==> src/rtl/main_fsm.sv <==
// Multicycle processor main control FSM (Moore).
// Sequences fetch, decode, execute and writeback for data-processing,
// memory, branch and undefined instruction classes. Every output is a
// decode of the current state register only, so there is no input-to-output
// combinational path.
//
// Ports:
//   clk        in   rising-edge clock
//   reset      in   asynchronous active-low reset (0 = asserted)
//   Op         in   instruction class (00 DP, 01 mem, 10 branch, 11 undef)
//   Funct      in   instruction Funct field (bit5 immediate, bit0 load)
//   IRWrite    out  instruction register load enable
//   AdrSrc     out  memory address select (0 PC, 1 ALU result reg)
//   ALUSrcA    out  ALU A select (0 register, 1 PC)
//   ALUSrcB    out  ALU B select (00 reg, 01 ExtImm, 10 constant 4)
//   ResultSrc  out  result select (00 ALUOut, 01 Data, 10 ALUResult)
//   ALUOp      out  1 = ALU decoder uses Funct, 0 = force ADD
//   NextPC     out  unconditional PC write request
//   RegW       out  register write request (before condition gating)
//   MemW       out  memory write request (before condition gating)
//   Branch     out  conditional PC write request
//   State      out  current state encoding
module main_fsm (
  input  logic       clk,
  input  logic       reset,
  input  logic [1:0] Op,
  input  logic [5:0] Funct,
  output logic       IRWrite,
  output logic       AdrSrc,
  output logic       ALUSrcA,
  output logic [1:0] ALUSrcB,
  output logic [1:0] ResultSrc,
  output logic       ALUOp,
  output logic       NextPC,
  output logic       RegW,
  output logic       MemW,
  output logic       Branch,
  output logic [3:0] State
);

  localparam int unsigned STATE_W = 4;

  typedef enum logic [STATE_W-1:0] {
    FETCH    = 4'd0,
    DECODE   = 4'd1,
    MEMADR   = 4'd2,
    MEMRD    = 4'd3,
    MEMWB    = 4'd4,
    MEMWR    = 4'd5,
    EXECUTER = 4'd6,
    EXECUTEI = 4'd7,
    ALUWB    = 4'd8,
    BRANCH   = 4'd9,
    UNKNOWN  = 4'd10
  } state_e;

  localparam logic [1:0] OP_DP  = 2'b00;
  localparam logic [1:0] OP_MEM = 2'b01;
  localparam logic [1:0] OP_BR  = 2'b10;

  localparam logic [1:0] SRCB_REG  = 2'b00;
  localparam logic [1:0] SRCB_IMM  = 2'b01;
  localparam logic [1:0] SRCB_FOUR = 2'b10;

  localparam logic [1:0] RES_ALUOUT = 2'b00;
  localparam logic [1:0] RES_DATA   = 2'b01;
  localparam logic [1:0] RES_ALURES = 2'b10;

  typedef struct packed {
    logic       irwrite;
    logic       adrsrc;
    logic       alusrca;
    logic [1:0] alusrcb;
    logic [1:0] resultsrc;
    logic       aluop;
    logic       nextpc;
    logic       regw;
    logic       memw;
    logic       branch;
  } ctrl_t;

  // Plain vector rather than the enum type so encodings 11-15 are representable.
  logic [STATE_W-1:0] state_q;
  logic [STATE_W-1:0] state_d;
  ctrl_t              ctrl;

  // Only Funct[5] and Funct[0] steer the sequence.
  logic unused_funct;
  assign unused_funct = ^Funct[4:1];

  // State register.
  always_ff @(posedge clk or negedge reset) begin
    if (!reset) begin
      state_q <= STATE_W'(FETCH);
    end else begin
      state_q <= state_d;
    end
  end

  // Next-state logic; Op/Funct matter only when leaving DECODE or MEMADR.
  always_comb begin
    state_d = STATE_W'(FETCH);
    case (state_q)
      FETCH:    state_d = STATE_W'(DECODE);
      DECODE: begin
        case (Op)
          OP_MEM:  state_d = STATE_W'(MEMADR);
          OP_DP:   state_d = Funct[5] ? STATE_W'(EXECUTEI) : STATE_W'(EXECUTER);
          OP_BR:   state_d = STATE_W'(BRANCH);
          default: state_d = STATE_W'(UNKNOWN);
        endcase
      end
      MEMADR:   state_d = Funct[0] ? STATE_W'(MEMRD) : STATE_W'(MEMWR);
      MEMRD:    state_d = STATE_W'(MEMWB);
      EXECUTER: state_d = STATE_W'(ALUWB);
      EXECUTEI: state_d = STATE_W'(ALUWB);
      // MEMWB, MEMWR, ALUWB, BRANCH, UNKNOWN and illegal codes return to FETCH.
      default:  state_d = STATE_W'(FETCH);
    endcase
  end

  // Moore output decode; anything not named for a state stays 0.
  always_comb begin
    ctrl = '0;
    case (state_q)
      FETCH: begin
        ctrl.irwrite   = 1'b1;
        ctrl.nextpc    = 1'b1;
        ctrl.alusrca   = 1'b1;
        ctrl.alusrcb   = SRCB_FOUR;
        ctrl.resultsrc = RES_ALURES;
      end
      DECODE: begin
        ctrl.alusrca   = 1'b1;
        ctrl.alusrcb   = SRCB_FOUR;
        ctrl.resultsrc = RES_ALURES;
      end
      MEMADR: begin
        ctrl.alusrcb   = SRCB_IMM;
      end
      MEMRD: begin
        ctrl.adrsrc    = 1'b1;
        ctrl.resultsrc = RES_ALUOUT;
      end
      MEMWB: begin
        ctrl.resultsrc = RES_DATA;
        ctrl.regw      = 1'b1;
      end
      MEMWR: begin
        ctrl.adrsrc    = 1'b1;
        ctrl.resultsrc = RES_ALUOUT;
        ctrl.memw      = 1'b1;
      end
      EXECUTER: begin
        ctrl.alusrcb   = SRCB_REG;
        ctrl.aluop     = 1'b1;
      end
      EXECUTEI: begin
        ctrl.alusrcb   = SRCB_IMM;
        ctrl.aluop     = 1'b1;
      end
      ALUWB: begin
        ctrl.resultsrc = RES_ALUOUT;
        ctrl.regw      = 1'b1;
      end
      BRANCH: begin
        ctrl.alusrcb   = SRCB_IMM;
        ctrl.resultsrc = RES_ALURES;
        ctrl.branch    = 1'b1;
      end
      default: ctrl = '0;
    endcase
  end

  assign IRWrite   = ctrl.irwrite;
  assign AdrSrc    = ctrl.adrsrc;
  assign ALUSrcA   = ctrl.alusrca;
  assign ALUSrcB   = ctrl.alusrcb;
  assign ResultSrc = ctrl.resultsrc;
  assign ALUOp     = ctrl.aluop;
  assign NextPC    = ctrl.nextpc;
  assign RegW      = ctrl.regw;
  assign MemW      = ctrl.memw;
  assign Branch    = ctrl.branch;
  assign State     = state_q;

  // Commit strobes are mutually exclusive and tied to their commit states.
  a_commit_onehot : assert property (@(posedge clk) disable iff (!reset)
    $onehot0({RegW, MemW, Branch}));
  a_regw_state : assert property (@(posedge clk) disable iff (!reset)
    RegW |-> (state_q == STATE_W'(MEMWB) || state_q == STATE_W'(ALUWB)));
  a_memw_state : assert property (@(posedge clk) disable iff (!reset)
    MemW |-> (state_q == STATE_W'(MEMWR)));

endmodule

==> config.mk <==
export PLATFORM = sky130hd
export DESIGN_NAME = main_fsm
export DESIGN_NICKNAME = d
export VERILOG_FILES = /design/src/rtl/main_fsm.sv
export SDC_FILE = /design/constraint.sdc
export NUM_CORES = 1
export LEC_CHECK = 0
export BUFFER_PORTS_ARGS = -buffer_cell sky130_fd_sc_hd__buf_2
export CAP_MARGIN = 10
export CORE_AREA = 2 2 39 41
export CTS_CLUSTER_DIAMETER = 40
export DETAILED_ROUTE_END_ITERATION = 10
export DIE_AREA = 0 0 41 43
export GPL_TIMING_DRIVEN = 0
export SLEW_MARGIN = 20
export SYNTH_ARGS = -nofsm -noshare
export SYNTH_HDL_FRONTEND = slang
export SYNTH_SLANG_ARGS = --single-unit
==> constraint.sdc <==
create_clock -name clk -period 5.1 [get_ports clk]
set_clock_uncertainty 0.15 [all_clocks]
set_input_delay 1.275 -clock clk [delete_from_list [all_inputs] [get_ports clk]]
set_output_delay 1.275 -clock clk [all_outputs]
set_load 0.03 [all_outputs]
==> key figures, run 1 <==
Run status
  – Status: finished, final reports clean

Setup path
  – CP max FO: 8
  – Crit end category: primary output
  – WS Path Type: register to primary output
  – Critical Path Start Type: register
  – Crit path arrival time: between 1.5 and 2 ns
  – Worst Path Required: between 3 and 4 ns

Routing
  – DRC violations left: 0
  – Vias/cell: about 4.4
  – DRT iter0 DRCs: 5
  – Routed WL: between 700 and 800 microns
  – Routed vias: 355
  – Pre-Repair DR Iteration Count: 4
  – ANT nets after route: 0
  – WL per Instance: roughly 9.1 microns

Final layout
  – Area grow syn2layout: 46.8%
  – Fin nets: just under 80
  – Ratio of cells with drive above 1 in the final layout: 41.5%
  – Most frequent cells in the layout: 21 x buf_2, 5 x nor2_1, 4 x dfrtp_1, 4 x o21ai_0, 4 x a21oi_1
  – Fin util: approximately 33%
  – Diode count: 0
  – Commonest non-fill, non-tap cell in the layout: buf_2
  – Max reg flops: 4

Clocking
  – CTS tree: built
  – H-tree Lvls: 1
  – Clk sink count: 4
  – CTS buffer count: 3
  – CTS clock-pin slew for the worst setup and hold paths: 0.04 ns
  – Worst skew pair latency: 0.23 ns
  – Post-CTS Hold Fix Bufs: 0
  – # Post-CTS Setup Buffers: 0
  – Clock Tree Buf Depth: 2
  – CTS root buf: clkbuf_4
  – Post-cts resize count: 0

STA
  – Rel. slew slack: between 70% and 80%
  – Tcrit/Tclk final: roughly 62%
  – Max Slew Vio Count: 0
  – Least-Margin Pin Slew: between 0.3 and 0.4 ns
  – Fmax: between 300 and 400 MHz
  – Period minus WS final: 3.16 ns
  – Final hold vios: 0
  – Hold WS: around 0.42 ns
  – Setup-failing EPs final: 0
  – Unrepaired setup endpoints after global routing: no
  – Setup tns final: 0 ns

Logic synthesis
  – Syn Nets: 51
  – Syn_area_per_cell: 7.69 sq um
  – Post-Synthesis Cells: 41
  – Synth unique cells: 18
  – Sequential area share after synthesis: about a third
  – Largest area contributor in the netlist: dfrtp_1
  – Flops & latches, synth: 4
  – Top cells by area, synth: dfrtp_1 32%, nand3b_1 7.1%, a21oi_1 6.3%
  – Synth warn: 0
  – Top-area cell type share of the netlist area: between 30% and 40%
  – Syn Std Cell Area: around 320 sq um

Placement
  – PortBufs: 21
  – GP Congestion: ~0.72
  – HPWL after detailed placement: 593 microns

Floorplanning
  – Starting Density: 22.8%
  – Number of I/O pins: 26
  – Die area: 1760 sq um
  – Floorplan core area: 1380 sq um
  – Num rows: 14
  – Die H: 43 microns
  – Die Width: a little over 40 microns

Global route
  – Initial antenna violation count: 0
  – First-pass GRT wire length: 1150 microns
  – Vias in the first global route: ~320
  – Gr usage total: 10.0%
  – Overflow after GRT: 0
  – Largest net degree at the start of global routing: 11

Min path
  – HP Class: register to register

Flow run
  – MaxCap Viol Count: 0
-- synth_stat cells --
library cell  n
nand3b_1      3
nor3b_1       1
a21oi_1       4
dfrtp_1       4
or3b_1        1
nor3_1        3
buf_6         1
o21ai_0       4
inv_1         2
nor2_1        5
clkbuf_1      2
nand2b_1      2
nor2b_1       2
or2_1         1
nand2_1       2
buf_4         1
xnor2_1       2
o211ai_2      1
-- stage by stage --
| step | cell area, sq um | std cells | setup WS, ns |
|---|---|---|---|
| after floorplan | 315 | 41 | 1.72 |
| after global routing | 463 | 81 | 1.83 |
| final | 463 | 81 | 1.94 |
| after CTS | 463 | 81 | 1.92 |
| after global placement | 440 | 78 | 2.18 |
| after detailed placement | 440 | 78 | 2.17 |
-- worst max-delay path: stages (launching register included) --
cell and delay [ns]:
dfrtp_1 0.44, or2_1 0.26, buf_6 0.13, or3b_1 0.38
o211ai_2 0.08, buf_2 0.21
-- area by class of cell --
| class | count | area (sq um) |
|---|---|---|
| Fill cell | 157 | 921 |
| Multi-Input combinational cell | 31 | 181 |
| Timing Repair Buffer | 21 | 105 |
| Sequential cell | 4 | 100 |
| Buffer | 4 | 26.3 |
| Clock buffer | 3 | 22.5 |
| Tap cell | 16 | 20.0 |
| Inverter | 2 | 7.51 |
-- metal layers --
layer,global-route usage [%],up-vias,wire (microns)
met3,1.57,2,57
met4,10.0,0,16
li1,-,191,-
met5,0,-,0
met2,14.1,14,357
met1,11.8,148,309
-- kinds of logic after synthesis --
| logic type | count (synthesis) | synth area share, % |
|---|---|---|
| XOR/XNOR | 2 | 5.56 |
| AND/OR/NAND/NOR | 20 | 35.3 |
| AO/OA/AOI/OAI | 9 | 16.7 |
| flip-flops | 4 | 31.7 |
| buffers and inverters | 6 | 10.7 |
-- path summary, 6_finish.rpt --
| kind | start | end | slack, ns | cells after the start |
|---|---|---|---|---|
| worst max-delay path | State[2] | ALUSrcB[0] | 1.94 | 5 |
| worst min-delay path | State[3] | State[3] | 0.42 | 1 |
| worst max register to register | State[0] | State[1] | 3.67 | 4 |
| worst min register to register | State[3] | State[3] | 0.42 | 1 |
| max in group asynchronous | reset | State[1] | 4.00 | 1 |
| min in group asynchronous | reset | State[2] | 0.69 | 1 |
Power of run 1 is not shown: default switching activity piles up to over one toggle a cycle in this logic, so the estimate is an artifact.
==> run 2: changes to the inputs <==
- clock period: 5.1 -> 2.7 ns (I/O delays scaled with it)
==> run 2 against run 1 <==
Core utilization grew 0.36 points. Register-to-register slack got worse by 2.4 ns. Sequential share of layout area fell by 0.23 points. Final cell count stayed put. Critical path depth is the same. Count of clock-buffer cells in the layout stayed put. Highest routed layer unchanged.
==> key figures, run 2 (synthesized netlist as in run 1, its figures left out) <==
STA
  – Setup tns final: 0 ns (unchanged)
  – Period minus WS final: roughly 2.6 ns
  – Final hold vios: 0 (unchanged)
  – Fmax: a little under 400 MHz
  – Unrepaired setup endpoints after global routing: no (unchanged)
  – Rel. slew slack: 73.1% (was 75.5%)
  – Least-Margin Pin Slew: 0.403 ns (was 0.368 ns)
  – Max Slew Vio Count: 0 (unchanged)
  – Setup-failing EPs final: 0 (unchanged)
  – Tcrit/Tclk final: 95.3%

Floorplanning
  – Starting Density: 22.8% (unchanged)
  – Num rows: 14 (unchanged)
  – Number of I/O pins: 26 (unchanged)
  – Die Width: 41 microns (unchanged)
  – Die H: 43 microns (unchanged)
  – Die area: 1760 sq um (unchanged)
  – Floorplan core area: 1380 sq um (unchanged)

Clocking
  – Worst skew pair latency: 0.23 ns (about the same)
  – Clock Tree Buf Depth: 2 (unchanged)
  – # Post-CTS Setup Buffers: 0 (unchanged)
  – CTS tree: built (unchanged)
  – Clk sink count: 4 (unchanged)
  – CTS buffer count: 3 (unchanged)
  – Post-cts resize count: 0 (unchanged)
  – Post-CTS Hold Fix Bufs: 0 (unchanged)
  – H-tree Lvls: 1 (unchanged)
  – CTS root buf: clkbuf_4 (unchanged)
  – CTS clock-pin slew for the worst setup and hold paths: 0.04 ns (about the same)

Setup path
  – Critical Path Start Type: register (unchanged)
  – Crit path arrival time: 1.75 ns (was 1.74 ns)
  – CP max FO: 8 (unchanged)
  – Worst Path Required: 1.88 ns (was 3.67 ns)
  – Crit end category: primary output (unchanged)
  – WS Path Type: register to primary output (unchanged)

Routing
  – Pre-Repair DR Iteration Count: 2 (was 4)
  – Vias/cell: 4.40 (was 4.38)
  – Routed WL: 760 microns (was 740 microns)
  – Routed vias: 356 (was 355)
  – DRC violations left: 0 (unchanged)
  – WL per Instance: 9.38 microns (was 9.14 microns)
  – DRT iter0 DRCs: 5 (unchanged)
  – ANT nets after route: 0 (unchanged)

Global route
  – Overflow after GRT: 0 (unchanged)
  – Gr usage total: 10.2% (was 10.0%)
  – First-pass GRT wire length: 1200 microns (was 1150 microns)
  – Largest net degree at the start of global routing: 11 (unchanged)
  – Vias in the first global route: 302 (was 315)
  – Initial antenna violation count: 0 (unchanged)

Final layout
  – Most frequent cells in the layout: 21 x buf_2, 5 x nor2_1, 4 x dfrtp_1, 4 x o21ai_0, 4 x a21oi_1 (unchanged)
  – Max reg flops: 4 (unchanged)
  – Area grow syn2layout: 48.4% (was 46.8%)
  – Diode count: 0 (unchanged)
  – Ratio of cells with drive above 1 in the final layout: 43.1% (was 41.5%)
  – Fin nets: 77 (unchanged)
  – Commonest non-fill, non-tap cell in the layout: buf_2 (unchanged)

Placement
  – HPWL after detailed placement: 589 microns (was 593 microns)
  – GP Congestion: 0.685 (was 0.717)
  – PortBufs: 21 (unchanged)

Flow run
  – MaxCap Viol Count: 0 (unchanged)

Min path
  – HP Class: input port to async pin (was register to register)

Run status
  – Status: finished, final reports clean (unchanged)
## run 2: cell count changes in the layout (fill, tap and decap cells not counted)
cell    delta
nor3_1     -1
nor3_2     +1
## run 2: worst max-delay path, stage by stage, from the launching register on
cell and delay, ns:
dfrtp_1 0.45, or2_1 0.27, buf_6 0.13, or3b_1 0.38, o211ai_2 0.08, buf_2 0.21
## run 2: final timing paths
path	from	cells past startpoint	end	slack [ns]
max reg2reg	State[0]	4	State[1]	1.25
min reg2reg	State[3]	1	State[3]	0.40
max	State[2]	5	ALUSrcB[0]	0.13
min	reset	1	State[0]	0.09
min in group clk	State[3]	1	State[3]	0.40
max in group asynchronous	reset	1	State[1]	2.19
## run 2: stage by stage
stage	instance area, sq um	hold WS, ns	std cells	setup slack, ns	utilization, %
after CTS	468	0.0853	81	0.114	33.8
after global placement	445	0.331	78	0.370	32.2
final	468	0.0898	81	0.128	33.8
after detailed placement	445	0.334	78	0.367	32.2
after floorplan	320	0.229	41	0.239	-
after global routing	468	0.0932	81	0.0243	33.8
## run 2: final cells by class
type / instances / area, sq um
tap: 16 / 20.0
fill: 155 / 916
inverter: 2 / 7.51
clock buffer: 3 / 22.5
timing repair buffer: 21 / 105
sequential: 4 / 100
multi-input combinational: 31 / 186
buffer: 4 / 26.3
## run 2: metal layers
metal  global-route usage [%]  share of wire (%)  up-vias
met3                     2.09                8.7        2
met5                        0                  0        -
met2                     13.8                 46       15
li1                         -                  -      186
met4                     8.00                2.1        0
met1                     13.4                 43      153
Power of run 2 is left out for the same reason.
==> run 3: changes to the inputs <==
- CTS_BUF_LIST: default -> sky130_fd_sc_hd__clkbuf_16
- GPL_TIMING_DRIVEN: 0 -> default
==> run 3 against run 2 <==
Cell area grew 7.2%. Register-to-register slack gained 0.08 ns. Die area is the same. Setup slack gained 0.038 ns. First-iteration DRC count grew 120%. Sequential cell count is the same. Critical path type unchanged. Critical path depth shrank 1. Count of clock-buffer cells in the layout is the same. Global-route usage grew 0.21 points. Sequential share of layout area shrank 1.4 points. Non-clock buffer count shrank 3. Critical endpoint unchanged.
==> key figures, run 3 (synthesized netlist as in run 1, its figures left out) <==
Run status
  – Status: finished, final reports clean (unchanged)

Setup path
  – Reg2Reg Capture Point: State[1] (unchanged)
  – Critical Path End: ALUSrcB[0] (unchanged)
  – Crit end category: primary output (unchanged)
  – CP max FO: 8 (unchanged)
  – R2R setup slack: 1.33 ns (was 1.25 ns)
  – Crit path launch: State[3] (was State[2])
  – Largest stage delay on the critical path: 0.44 ns (was 0.45 ns)
  – CP top delay family: simple AND/OR/NAND/NOR gates (unchanged)
  – Crit-path cells: or2_1, or3b_1, o211ai_2, buf_2 (was or2_1, buf_6, or3b_1, o211ai_2, buf_2)
  – Worst reg2reg path startpoint: State[1] (was State[0])
  – Crit path arrival time: 1.71 ns (was 1.75 ns)
  – WS Path Type: register to primary output (unchanged)
  – WP depth: 4 (was 5)
  – Critical path buffers and inverters: 1 (was 2)
  – Worst Path Required: 1.88 ns (about the same)
  – Worst reg-to-reg path cell count: 3 (was 4)
  – Slowest-stage cell, CP: dfrtp_1 (unchanged)
  – Critical Path Start Type: register (unchanged)

Floorplanning
  – Floorplan core area: 1380 sq um (unchanged)
  – Number of I/O pins: 26 (unchanged)
  – Starting Density: 22.8% (unchanged)
  – Die Width: 41 microns (unchanged)
  – Die area: 1760 sq um (unchanged)
  – Die H: 43 microns (unchanged)
  – Num rows: 14 (unchanged)

STA
  – Rel. slew slack: 66.4% (was 73.1%)
  – Fmax: 395 MHz (was 389 MHz)
  – Unrepaired setup endpoints after global routing: no (unchanged)
  – Setup-failing EPs final: 0 (unchanged)
  – Max Slew Vio Count: 0 (unchanged)
  – Tcrit/Tclk final: 93.9% (was 95.3%)
  – Least-Margin Pin Slew: 0.504 ns (was 0.403 ns)
  – Final hold vios: 0 (unchanged)
  – Period minus WS final: 2.53 ns (was 2.57 ns)
  – Setup tns final: 0 ns (unchanged)

Routing
  – DRC violations left: 0 (unchanged)
  – Vias/cell: 4.67 (was 4.40)
  – Routed vias: 364 (was 356)
  – Routed WL: 803 microns (was 760 microns)
  – Pre-Repair DR Iteration Count: 6 (was 2)
  – ANT nets after route: 0 (unchanged)
  – DRT iter0 DRCs: 11 (was 5)
  – WL per Instance: 10.3 microns (was 9.38 microns)

Final layout
  – Fillers: 150 (was 155)
  – Max reg flops: 4 (unchanged)
  – FF/Latch Area: 100 sq um (unchanged)
  – Ratio of cells with drive above 1 in the final layout: 43.5% (was 43.1%)
  – Multi-input gate area: 186 sq um (unchanged)
  – Commonest non-fill, non-tap cell in the layout: buf_2 (unchanged)
  – Fin nets: 74 (was 77)
  – Most frequent cells in the layout: 21 x buf_2, 5 x nor2_1, 4 x dfrtp_1, 4 x o21ai_0, 4 x a21oi_1 (unchanged)
  – Diode count: 0 (unchanged)
  – Area grow syn2layout: 59.1% (was 48.4%)

Clocking
  – Clk sink count: 4 (unchanged)
  – H-tree Lvls: 1 (unchanged)
  – Post-CTS Hold Fix Bufs: 0 (unchanged)
  – Worst skew pair latency: 0.22 ns (was 0.23 ns)
  – CTS root buf: clkbuf_16 (was clkbuf_4)
  – Clock Tree Buf Depth: 2 (unchanged)
  – # Post-CTS Setup Buffers: 0 (unchanged)
  – CTS tree: built (unchanged)
  – CTS buffer count: 3 (unchanged)
  – Post-cts resize count: 0 (unchanged)
  – CTS clock-pin slew for the worst setup and hold paths: 0.03 ns (was 0.04 ns)

Global route
  – Initial antenna violation count: 0 (unchanged)
  – Vias in the first global route: 286 (was 302)
  – Largest net degree at the start of global routing: 17 (was 11)
  – Overflow after GRT: 0 (unchanged)
  – First-pass GRT wire length: 1200 microns (unchanged)
  – Gr usage total: 10.4% (was 10.2%)

Placement
  – HPWL after detailed placement: 565 microns (was 589 microns)
  – GP Congestion: 0.673 (was 0.685)
  – PortBufs: 21 (unchanged)

Min path
  – HP Class: input port to async pin (unchanged)

Flow run
  – MaxCap Viol Count: 0 (unchanged)
-- run 3: cell types whose count changed in the layout (fill, tap and decap cells not counted) --
cell	before	now
buf_6	1	0
clkbuf_16	0	3
clkbuf_1	2	0
clkbuf_4	3	0
-- run 3: per-stage QoR --
| stage | area [sq um] | setup WS (ns) | hold WS [ns] | utilization (%) | cells |
|---|---|---|---|---|---|
| 3_5_place_dp | 427 | 0.389 | 0.331 | 30.8 | 75 |
| 2_1_floorplan | 320 | 0.239 | 0.229 | - | 41 |
| 6_report | 502 | 0.165 | 0.0982 | 36.3 | 78 |
| 4_1_cts | 502 | 0.149 | 0.0981 | 36.3 | 78 |
| 3_3_place_gp | 427 | 0.393 | 0.331 | 30.8 | 75 |
| 5_1_grt | 502 | 0.0620 | 0.100 | 36.3 | 78 |
-- run 3: metal layers --
metal / up-vias / track usage [%] / routed length, microns
li1: 179 / - / -
met1: 163 / 14.8 / 365
met2: 22 / 12.2 / 358
met3: 0 / 5.24 / 79
met4: 0 / 6.00 / 0
met5: - / 0 / 0
-- run 3: how the worst min path moves through the flow --
| stage | to | slack, ns | cells after the start |
|---|---|---|---|
| final | State[1] | 0.1 | 1 |
| after global routing | State[0] | 0.1 | 1 |
| after CTS | State[1] | 0.1 | 1 |
| after detailed placement | State[0] | 0.33 | 1 |
| after global placement | State[0] | 0.33 | 1 |
| after floorplan | State[0] | 0.23 | 0 |
-- run 3: worst register-to-register path, delay by kind of cell, from the launching register on --
family,cells,cell delay (ns)
flops,1,0.55
compound gates,2,0.30
simple gates,1,0.29
-- run 3: area by class of cell --
type	count	share of cell area (%)
multi-input cells	31	37.2
repair buffers	22	22.4
flip-flops and latches	4	20.0
clock buffers	3	15.0
well taps	16	3.99
inverters	2	1.50
Power of run 3 is left out for the same reason.
